## src/rtl/oam_dma_if.sv

```systemverilog
// oam_dma_if: CPU-bus snoop, DMA bus-master and OAM write signals of the sprite DMA
interface oam_dma_if;
    logic        cpu_ce;
    logic [15:0] cpu_addr;
    logic        cpu_wr;
    logic [7:0]  cpu_wdata;
    logic [7:0]  bus_rdata;
    logic        cpu_halt;
    logic        dma_active;
    logic [15:0] dma_addr;
    logic        dma_rd;
    logic [7:0]  oam_addr;
    logic [7:0]  oam_wdata;
    logic        oam_we;
    modport master (
        input  cpu_ce, cpu_addr, cpu_wr, cpu_wdata, bus_rdata,
        output cpu_halt, dma_active, dma_addr, dma_rd, oam_addr, oam_wdata, oam_we
    );
    modport slave (
        output cpu_ce, cpu_addr, cpu_wr, cpu_wdata, bus_rdata,
        input  cpu_halt, dma_active, dma_addr, dma_rd, oam_addr, oam_wdata, oam_we
    );
endinterface

```

## src/rtl/oam_dma.sv

```systemverilog
// oam_dma: snoops $4014 writes, halts the CPU and copies one 256-byte page into OAM
module oam_dma #(
    parameter logic [15:0] DMA_REG = 16'h4014
) (
    input logic       clk,
    input logic       rst,
    oam_dma_if.master bus
);
    typedef enum logic [2:0] {IDLE, HALT, ALIGN, GET, PUT} state_e;
    state_e     state_q, state_d;
    logic       phase_q;
    logic [7:0] page_q, page_d, idx_q, idx_d;
    always_ff @(posedge clk) begin
        if (rst) begin
            state_q <= IDLE;
            phase_q <= 1'b0;
            page_q  <= 8'h00;
            idx_q   <= 8'h00;
        end else if (bus.cpu_ce) begin
            state_q <= state_d;
            phase_q <= ~phase_q;
            page_q  <= page_d;
            idx_q   <= idx_d;
        end
    end
    always_comb begin
        state_d = state_q;
        page_d  = page_q;
        idx_d   = idx_q;
        case (state_q)
            IDLE: if (bus.cpu_wr && bus.cpu_addr == DMA_REG) begin
                state_d = HALT;
                page_d  = bus.cpu_wdata;
                idx_d   = 8'h00;
            end
            // phase 0 now means the next cycle is a put slot, so burn one more cycle
            HALT:  state_d = phase_q ? GET : ALIGN;
            ALIGN: state_d = GET;
            GET:   state_d = PUT;
            PUT: begin
                state_d = (idx_q == 8'hFF) ? IDLE : GET;
                idx_d   = idx_q + 8'd1;
            end
            default: state_d = IDLE;
        endcase
    end
    assign bus.cpu_halt   = state_q != IDLE;
    assign bus.dma_active = state_q != IDLE;
    assign bus.dma_rd     = state_q == GET;
    assign bus.dma_addr   = (state_q == GET) ? {page_q, idx_q} : 16'h0000;
    assign bus.oam_we     = (state_q == PUT) && bus.cpu_ce;
    assign bus.oam_addr   = (state_q == PUT) ? idx_q : 8'h00;
    assign bus.oam_wdata  = (state_q == PUT) ? bus.bus_rdata : 8'h00;
endmodule

```

## src/flat_wrapper.sv

```systemverilog
// flat-port wrapper written by rule: the top's interface ports become plain ports
module oam_dma_flat 
#(
    parameter logic [15:0] DMA_REG = 16'h4014
)
  (clk, rst, bus_cpu_ce, bus_cpu_addr, bus_cpu_wr, bus_cpu_wdata, bus_bus_rdata, bus_cpu_halt, bus_dma_active, bus_dma_addr, bus_dma_rd, bus_oam_addr, bus_oam_wdata, bus_oam_we);
  oam_dma_if bus_i ();
  input logic clk;
  input logic rst;
  input wire logic [$bits(bus_i.cpu_ce)-1:0] bus_cpu_ce;
  input wire logic [$bits(bus_i.cpu_addr)-1:0] bus_cpu_addr;
  input wire logic [$bits(bus_i.cpu_wr)-1:0] bus_cpu_wr;
  input wire logic [$bits(bus_i.cpu_wdata)-1:0] bus_cpu_wdata;
  input wire logic [$bits(bus_i.bus_rdata)-1:0] bus_bus_rdata;
  output wire logic [$bits(bus_i.cpu_halt)-1:0] bus_cpu_halt;
  output wire logic [$bits(bus_i.dma_active)-1:0] bus_dma_active;
  output wire logic [$bits(bus_i.dma_addr)-1:0] bus_dma_addr;
  output wire logic [$bits(bus_i.dma_rd)-1:0] bus_dma_rd;
  output wire logic [$bits(bus_i.oam_addr)-1:0] bus_oam_addr;
  output wire logic [$bits(bus_i.oam_wdata)-1:0] bus_oam_wdata;
  output wire logic [$bits(bus_i.oam_we)-1:0] bus_oam_we;
  assign bus_i.cpu_ce = bus_cpu_ce;
  assign bus_i.cpu_addr = bus_cpu_addr;
  assign bus_i.cpu_wr = bus_cpu_wr;
  assign bus_i.cpu_wdata = bus_cpu_wdata;
  assign bus_i.bus_rdata = bus_bus_rdata;
  assign bus_cpu_halt = bus_i.cpu_halt;
  assign bus_dma_active = bus_i.dma_active;
  assign bus_dma_addr = bus_i.dma_addr;
  assign bus_dma_rd = bus_i.dma_rd;
  assign bus_oam_addr = bus_i.oam_addr;
  assign bus_oam_wdata = bus_i.oam_wdata;
  assign bus_oam_we = bus_i.oam_we;
  oam_dma #(.DMA_REG(DMA_REG)) u_core (.clk(clk), .rst(rst), .bus(bus_i));
endmodule
```

## config.mk

```make
export PLATFORM = sky130hd
export DESIGN_NAME = oam_dma_flat
export DESIGN_NICKNAME = d
export VERILOG_FILES = /design/src/rtl/oam_dma_if.sv /design/src/rtl/oam_dma.sv /design/src/flat_wrapper.sv
export SDC_FILE = /design/constraint.sdc
export NUM_CORES = 1
export LEC_CHECK = 0
export CORE_MARGIN = 2
export CORE_UTILIZATION = 39
export DETAILED_ROUTE_END_ITERATION = 7
export PLACE_DENSITY = 0.89
export SYNTH_ARGS = -nofsm -noshare
export SYNTH_HDL_FRONTEND = slang
export SYNTH_SLANG_ARGS = --single-unit
```

## constraint.sdc

```tcl
create_clock -name clk -period 1.95 [get_ports clk]
set_input_delay 0.2925 -clock clk [delete_from_list [all_inputs] [get_ports clk]]
set_output_delay 0.2925 -clock clk [all_outputs]
set_load 0.1 [all_outputs]
```

Word level (Yosys, flattened, before mapping)
Cells that the tools add are included.

Bits in registers: 20. Bits in latches: 0. RAM bits: 0. ROM bits: 0. Input port bits: 36. Output and inout bits: 36. Word-level logic and storage cells: 30. Memories: 0.

$add $sub $neg: 1. $mul: 0. Divide/modulo/power cells: 0. $lt $le $gt $ge: 0. Equal/unequal tests: 7. Shift-type cells: 0. Muxes and demuxes: 9. Bitwise operators: 1. Reduce and logical (&&, ||, !) cells: 8.

Operators by type and width (count): two-way mux 8 bit (3); == test 16 x 15 -> 1 bit (second input constant) (1); two-way mux 16 bit (1); case mux 8 bit (2 select lines) (1); case mux 3 bit (5 select lines) (1); adder 8 x 1 -> 8 bit (second input constant) (1); == test 8 bit (second input constant) (1); == test 3 x 2 -> 1 bit (second input constant) (2); AND reduction 3 bit (2); == test 3 x 1 -> 1 bit (second input constant) (1); == test 3 bit (second input constant) (1); logical NOT 3 bit (1); two-way mux 3 bit (1); nonzero test 3 bit (1); logical AND 1 bit (2); two-way mux 2 bit (1); inequality test 2 x 1 -> 1 bit (second input constant) (1); AND reduction 2 bit (1); nonzero test 2 bit (1); two-way mux 1 bit (1); inverter 1 bit (1).

Logic depth before layout (Yosys ltp)
Gate-level depths: netlist of run 1.

Word-level depth: 4. Depth in mapped cells: 6. Mapped depth without buffers: 6.

Least setup slack after synthesis of run 1
No wires, ideal clock.

Path kind: register to output. Start: register u_core.state_q[2]. End: output bus_oam_addr[0]. Arrival time: 1.815 ns. Data required time: 1.657 ns. Slack: -0.158 ns. Cell stages (with the launch flop): 5. Path buffers: 2. Path through: dfxtp_1 nor3b_2 buf_2 clkbuf_1 and2_1.

Longest elaborated chain between the ends: 2.

RTL lines: start: declaration (RTL line oam_dma.sv:10) `state_e state_q, state_d;`; start signal: assignment (RTL line oam_dma.sv:20) `state_q <= state_d;`; == test 3 bit (RTL line oam_dma.sv:52) `assign bus.oam_addr = (state_q == PUT) ? idx_q : 8'h00;`; two-way mux 8 bit (RTL line oam_dma.sv:52); end: declaration (RTL line flat_wrapper.sv:19) `output wire logic [$bits(bus_i.oam_addr)-1:0] bus_oam_addr;`.

Every way passes these cells.

Worst setup path in the final report of run 1
Start: register u_core.state_q[0]. End: output bus_dma_addr[12].

Longest elaborated chain between the ends: 2.

RTL lines: == test 3 x 2 -> 1 bit (RTL line oam_dma.sv:50) `assign bus.dma_addr = (state_q == GET) ? {page_q, idx_q} : 16'h0000;`; two-way mux 16 bit (RTL line oam_dma.sv:50); end: declaration (RTL line flat_wrapper.sv:17) `output wire logic [$bits(bus_i.dma_addr)-1:0] bus_dma_addr;`.

Every way passes these cells.

==> results of run 1 <==
[where the power goes]
group          internal, mW  switching [mW]  leakage, nW
clock network         0.114           0.132       0.0210
logic                0.0761          0.0262        0.818
registers             0.409         0.00173        0.163
[layout by cell type, fill, tap and decap left out, types with 3 or more instances in the layout]
cell	count
dfxtp_1	18
o21ai_0	3
nand2b_1	6
nand3b_1	7
and3_2	10
and3_1	8
buf_12	36
nand4_1	8
buf_4	11
and2_2	11
o31ai_1	8
o22ai_1	4
nand2_1	7
nor2b_1	4
and2_1	7
clkbuf_4	3
nand3_1	4
clkdlybuf4s50_1	35
mux2i_1	4
a21oi_1	15
[critical path, cell delays in order, from the launching register on]
cell	delay, ns
dfxtp_2	0.43
nor2b_1	0.24
buf_4	0.21
and3_2	0.23
buf_12	0.18
[layer usage]
| metal | track usage [%] | routed length [um] |
|---|---|---|
| met1 | 25.3 | 1570 |
| met2 | 40.6 | 2240 |
| met3 | 3.78 | 335 |
| met4 | 8.61 | 82 |
| met5 | 0 | 0 |
[final timing paths]
| check | start | to | slack (ns) |
|---|---|---|---|
| worst max-delay path | u_core.state_q[0]$_SDFFE_PP0P_ | bus_dma_addr[12] | 0.05 |
| worst min-delay path | u_core.page_q[0]$_SDFFE_PP0P_ | u_core.page_q[0]$_SDFFE_PP0P_ | 0.48 |
| worst max register to register | u_core.state_q[2]$_SDFFE_PP0P_ | u_core.idx_q[2]$_SDFFE_PP0P_ | 0.37 |
| worst min register to register | u_core.page_q[0]$_SDFFE_PP0P_ | u_core.page_q[0]$_SDFFE_PP0P_ | 0.48 |
[timing repair]
| item | CTS | global route |
|---|---|---|
| pin swaps | 0 | 0 |
| gates resized for setup | 2 | 2 |
| endpoints found under the setup margin | 19 | 2 |
[through the flow]
step	setup slack, ns	hold WS [ns]	total power, mW
detailed placement	-0.136	0.466	0.524
finish	0.0537	0.479	0.759
global route	0.00168	0.513	0.791
global placement	-0.00793	0.450	0.520
CTS	0.0211	0.482	0.767
floorplan	0.0180	0.443	0.444
[cell usage after synthesis]
library cell	count
nor4b_2	1
nand3b_1	7
a21oi_1	15
nor2b_1	4
nor4b_1	1
nand2_2	1
and2_1	18
nor3b_2	1
inv_1	1
ha_1	1
dfxtp_1	20
clkbuf_2	1
buf_4	1
xnor2_1	1
nor2_1	2
nor4bb_1	1
nor4_2	1
o21ai_1	1
o22ai_1	4
o32ai_1	1
nor3b_1	2
o31ai_1	8
nor3_1	1
and4b_1	1
and3_1	18
buf_2	3
or3_1	2
o21ai_0	3
nand3_1	4
clkbuf_1	7
a22oi_1	1
inv_2	2
nand4_1	8
mux2i_1	4
o311ai_1	1
nor3_4	1
nor3_2	1
and3b_1	1
and4_1	1
o21bai_1	1
nand2b_1	6
nand2_1	7
a21boi_1	1
[area by class of cell]
class | instances | area, um^2
well taps | 46 | 57.6
inverters | 3 | 11.3
multi-input cells | 132 | 903
flip-flops and latches | 20 | 405
fillers | 215 | 732
repair buffers | 83 | 1160
clock buffers | 4 | 36.3
[sequential cells by signal, indices dropped and copies added, names as in the netlist]
signal          count
u_core.idx_q        8
u_core.page_q       8
u_core.state_q      3
u_core.phase_q      1
[logic make-up (layout without fill, tap and decap cells)]
logic type / Yosys count / after routing / share of synthesized area (%)
XOR/XNOR: 1 / 1 / 0.652
multiplexers: 4 / 4 / 2.98
AO/OA/AOI/OAI: 36 / 36 / 16.4
flip-flops: 20 / 20 / 29.8
AND/OR/NAND/NOR: 90 / 90 / 44.4
buffers and inverters: 15 / 90 / 4.85
adder cells (fa/ha/maj): 1 / 1 / 0.932
==> summary.md, run 1 <==
| Metric | Value |
|---|---|
| Run status | finished, final reports clean |
| Max-Cap Viols | 0 |
| GPL Wtd Cong | about 0.78 |
| Seq/Total Area, Yosys | approximately 30% |
| Pre-antenna DRT Iters | 4 |
| Crit-path max FO | 13 |
| Synth-to-Final Area Change | 92.1% |
| Period utilization | a little under 100% |
| H-tree Lvls | 1 |
| Max-slew violation count | 0 |
| Hold path depth | 2 |
| Via count | between 1500 and 2000 |
| Antenna Violating Nets Remaining | 0 |
| GRT Overall Usage | approximately 22% |
| Leak | 1.00 nW |
| ANT cells | 0 |
| Cell Area, Synth | 0.00134 mm^2 |
| Share of the synthesized area in the top cell type | slightly below 30% |
| Vias in the first global route | roughly 1500 |
| Worst-skew pair later-pin latency | slightly above 0.3 ns |
| Area contributors post-synth | dfxtp_1 30%, and2_1 8.4%, and3_1 8.4% |
| Buffers on Ports | slightly above 70 |
| Placed Area | around 0.0025 mm^2 |
| Die width | 62.7 um |
| Die H | ~63 um |
| Worst endpoint required time | around 1.7 ns |
| Pin slew with the least headroom to its limit | 0.485 ns |
| Initial antenna violation count | 0 |
| # Post-CTS Setup Buffers | 0 |
| Area leader, netlist | dfxtp_1 |
| Layout cells sized above 1 | 34.3% |
| CTS tree | done |
| Routed len/inst | ~15 um |
| Hold WC Path Type | reg -> reg |
| Grt total ovfl | 0 |
| Reg2reg path depth | 7 |
| Ys Warns | 0 |
| Vias/cell | about 5.6 |
| Clock tree buffer depth | 2 |
| Post-route clock skew | about 0.0016 ns |
| Final Hold Fails | 0 |
| Slew margin rel. | between 60% and 70% |
| Nets | 280 |
| DP Wirelength | 3330 um |
| Global-route wire length before repair | 7060 um |
| Fin util | between 70% and 80% |
| Final WL | about 4200 um |
| Detailed Route Iter0 Violations | 52 |
| Synth cell types | between 40 and 50 |
| VDD IR max | approximately 280 uV |
| Final setup fails | 0 |
| Cell area after layout | between 0.002 and 0.003 mm^2 |
| Critical path type | reg -> out |
| Worst Setup End Kind | primary output |
| I/O pin count | just over 70 |
| Cell count after synthesis | 167 |
| Clock sink total | 20 |
| RSZ-0062 raised after global routing | false |
| Arr. time, crit path | roughly 1.6 ns |
| Fin crit period | 1.90 ns |
| Cell total after placement | roughly 280 |
| Clock slew at reported path FFs | ~0.11 ns |
| Pwr Density | 294 mW/mm^2 |
| Core area | around 0.0033 mm^2 |
| Initial Utilization | between 40% and 50% |
| Startpoint types | flip-flop |
| Post-Syn Area per Cell | ~8.0 um^2 |
| Hold_buf cts | 0 |
| Drt drc | 0 |
| CTS Root Cell | clkbuf_4 |
| Final std cells w/o fill | about 290 |
| Setup TNS | 0 ns |
| TritonCTS Buffers | 3 |
| Syn nets | about 200 |
| Fmax | roughly 530 MHz |
| Synth Register Bits | 20 |
| Pin count of the biggest net entering global routing | 21 |
| Core Rows | 21 |
| Die area | 0.00393 mm^2 |
No activity file was read; power rests on OpenSTA's default activity.
==> run 2: changes to the inputs <==
TNS_END_PERCENT = 10   (was default)
clock period = 2.18 ns   (was 1.95 ns; I/O delays follow)
==> summary.md, run 2 (same netlist as run 1, synthesis figures left out) <==
| Metric | Value |
|---|---|
| Core area | between 0.003 and 0.004 mm^2 |
| FF-to-FF Start | u_core.state_q[1]$_SDFFE_PP0P_ |
| Final std cells w/o fill | 282 |
| Final Hold Fails | 0 |
| Layout cells sized above 1 | a little under a quarter |
| Slew margin rel. | just under 60% |
| Fin crit period | slightly below 2 ns |
| Global-route wire length before repair | between 6000 and 7000 um |
| Vias/cell | between 5 and 6 |
| Die width | about 63 um |
| Max-Cap Viols | 0 |
| Detailed Route Iter0 Violations | 45 |
| VDD IR max | around 210 uV |
| Via count | roughly 1500 |
| Slowest stage delay, CP | 0.51 ns |
| DP Wirelength | between 3000 and 4000 um |
| Final WL | about 4000 um |
| Slowest stage cell, crit path | dfxtp_1 |
| Final setup fails | 0 |
| Most frequent cells in the layout | 36 x buf_12, 35 x clkdlybuf4s50_1, 19 x dfxtp_1, 18 x and3_1, 18 x and2_1 |
| Met1 WL | 1530 um |
| Antenna Violating Nets Remaining | 0 |
| Cell area after layout | between 0.002 and 0.0025 mm^2 |
| I/O pin count | just over 70 |
| Period utilization | 91.1% |
| Placed Area | between 0.002 and 0.0025 mm^2 |
| TritonCTS Buffers | 3 |
| DR WL met2 | 2040 um |
| Pin slew with the least headroom to its limit | a little over 0.6 ns |
| CTS tree | done |
| Setup TNS | 0 ns |
| RSZ-0062 raised after global routing | false |
| Cell total after placement | between 200 and 300 |
| Die area | just under 0.004 mm^2 |
| Biggest regs | u_core.idx_q: 8 flops, u_core.page_q: 8 flops, u_core.state_q: 3 flops |
| Clock sink total | 20 |
| Run status | finished, final reports clean |
| Worst endpoint required time | roughly 1.9 ns |
| Grt total ovfl | 0 |
| Core Rows | 21 |
| Arr. time, crit path | 1.66 ns |
| Fin util | 75.3% |
| Nets | ~280 |
| Clock tree buffer depth | 2 |
| Hold WC Path Type | reg -> reg |
| GPL Wtd Cong | slightly above 0.8 |
| Worst setup margin | just under 0.2 ns |
| Critical-path cell list | nor2b_1 -> buf_4 -> and3_1 -> buf_12 |
| Startpoint types | flip-flop |
| Leak | ~0.96 nW |
| Initial Utilization | between 40% and 50% |
| Buffers on Ports | a little over 70 |
| Clock slew at reported path FFs | approximately 0.11 ns |
| Pre-antenna DRT Iters | 4 |
| Vias in the first global route | roughly 1400 |
| Met3 Routed Length | roughly 320 um |
| Dpl ws | just under 0.09 ns |
| Crit-path max FO | 8 |
| Crit path to | bus_dma_addr[12] |
| Post-route clock skew | ~0.0041 ns |
| H-tree Lvls | 1 |
| Critical path type | reg -> out |
| Reg2reg end | u_core.idx_q[2]$_SDFFE_PP0P_ |
| Reg2reg path depth | 7 |
| Power, Total | between 0.6 and 0.7 mW |
| Max layer used | met4 |
| Setup crit start | u_core.state_q[0]$_SDFFE_PP0P_ |
| Hold WS | ~0.47 ns |
| Drt drc | 0 |
| Synth-to-Final Area Change | 85.7% |
| Max-slew violation count | 0 |
| Worst-skew pair later-pin latency | around 0.31 ns |
| GRT Overall Usage | around a fifth |
| R2r setup slk | around 0.52 ns |
| Worst Setup End Kind | primary output |
| Fmax | 504 MHz |
| Initial antenna violation count | 0 |
| Pwr Density | approximately 260 mW/mm^2 |
| Routed len/inst | 14.1 um |
| ANT cells | 0 |
| CTS Root Cell | clkbuf_4 |
| Most common cell after layout, fill and taps aside | buf_12 |
| Die H | roughly 63 um |
| Pin count of the biggest net entering global routing | 23 |
run 2: cell types whose count changed in the layout (fill, tap and decap cells not counted), moves of 4 or more:
| cell | previous run | this run |
|---|---|---|
| buf_4 | 11 | 7 |
| and2_1 | 7 | 18 |
| and3_1 | 8 | 18 |
| and3_2 | 10 | 0 |
| and2_2 | 11 | 0 |
run 2: cell type report:
class                   instances  area, um^2
well taps                      46        57.6
flip-flops and latches         20         402
multi-input cells             132         877
clock buffers                   3        22.5
repair buffers                 78        1120
fillers                       225         817
inverters                       3        11.3
run 2: worst min-delay path by stage:
stage / startpoint / cells past startpoint / endpoint
2_1_floorplan: u_core.page_q[4]$_SDFFE_PP0P_ / 2 / u_core.page_q[4]$_SDFFE_PP0P_
3_3_place_gp: u_core.page_q[4]$_SDFFE_PP0P_ / 2 / u_core.page_q[4]$_SDFFE_PP0P_
3_5_place_dp: u_core.page_q[3]$_SDFFE_PP0P_ / 2 / u_core.page_q[3]$_SDFFE_PP0P_
4_1_cts: u_core.page_q[3]$_SDFFE_PP0P_ / 2 / u_core.page_q[3]$_SDFFE_PP0P_
5_1_grt: u_core.page_q[6]$_SDFFE_PP0P_ / 2 / u_core.page_q[6]$_SDFFE_PP0P_
6_report: u_core.page_q[3]$_SDFFE_PP0P_ / 2 / u_core.page_q[3]$_SDFFE_PP0P_
run 2: worst max-delay path: cells and delay by family (launching register included):
family / cells / cell delay (ns)
flops: 1 / 0.51
simple gates: 2 / 0.47
buf+inv: 2 / 0.37
run 2: layer usage:
layer / up-vias / track usage (%)
met4: 0 / 9.44
met3: 7 / 2.88
li1: 759 / -
met1: 702 / 24.7
met2: 77 / 37.4
met5: - / 0
run 2: timing repair:
| item | CTS | global route |
|---|---|---|
| setup endpoints to repair | 0 | 1 |
| buffers inserted | 0 | 0 |
| hold buffers | 0 | 0 |
| resized for setup | 0 | 1 |
run 2: power by group:
part           switching [mW]  internal (mW)  total, mW
sequential            0.00141          0.367      0.369
clock                   0.116         0.0648      0.181
combinational          0.0219         0.0674     0.0892
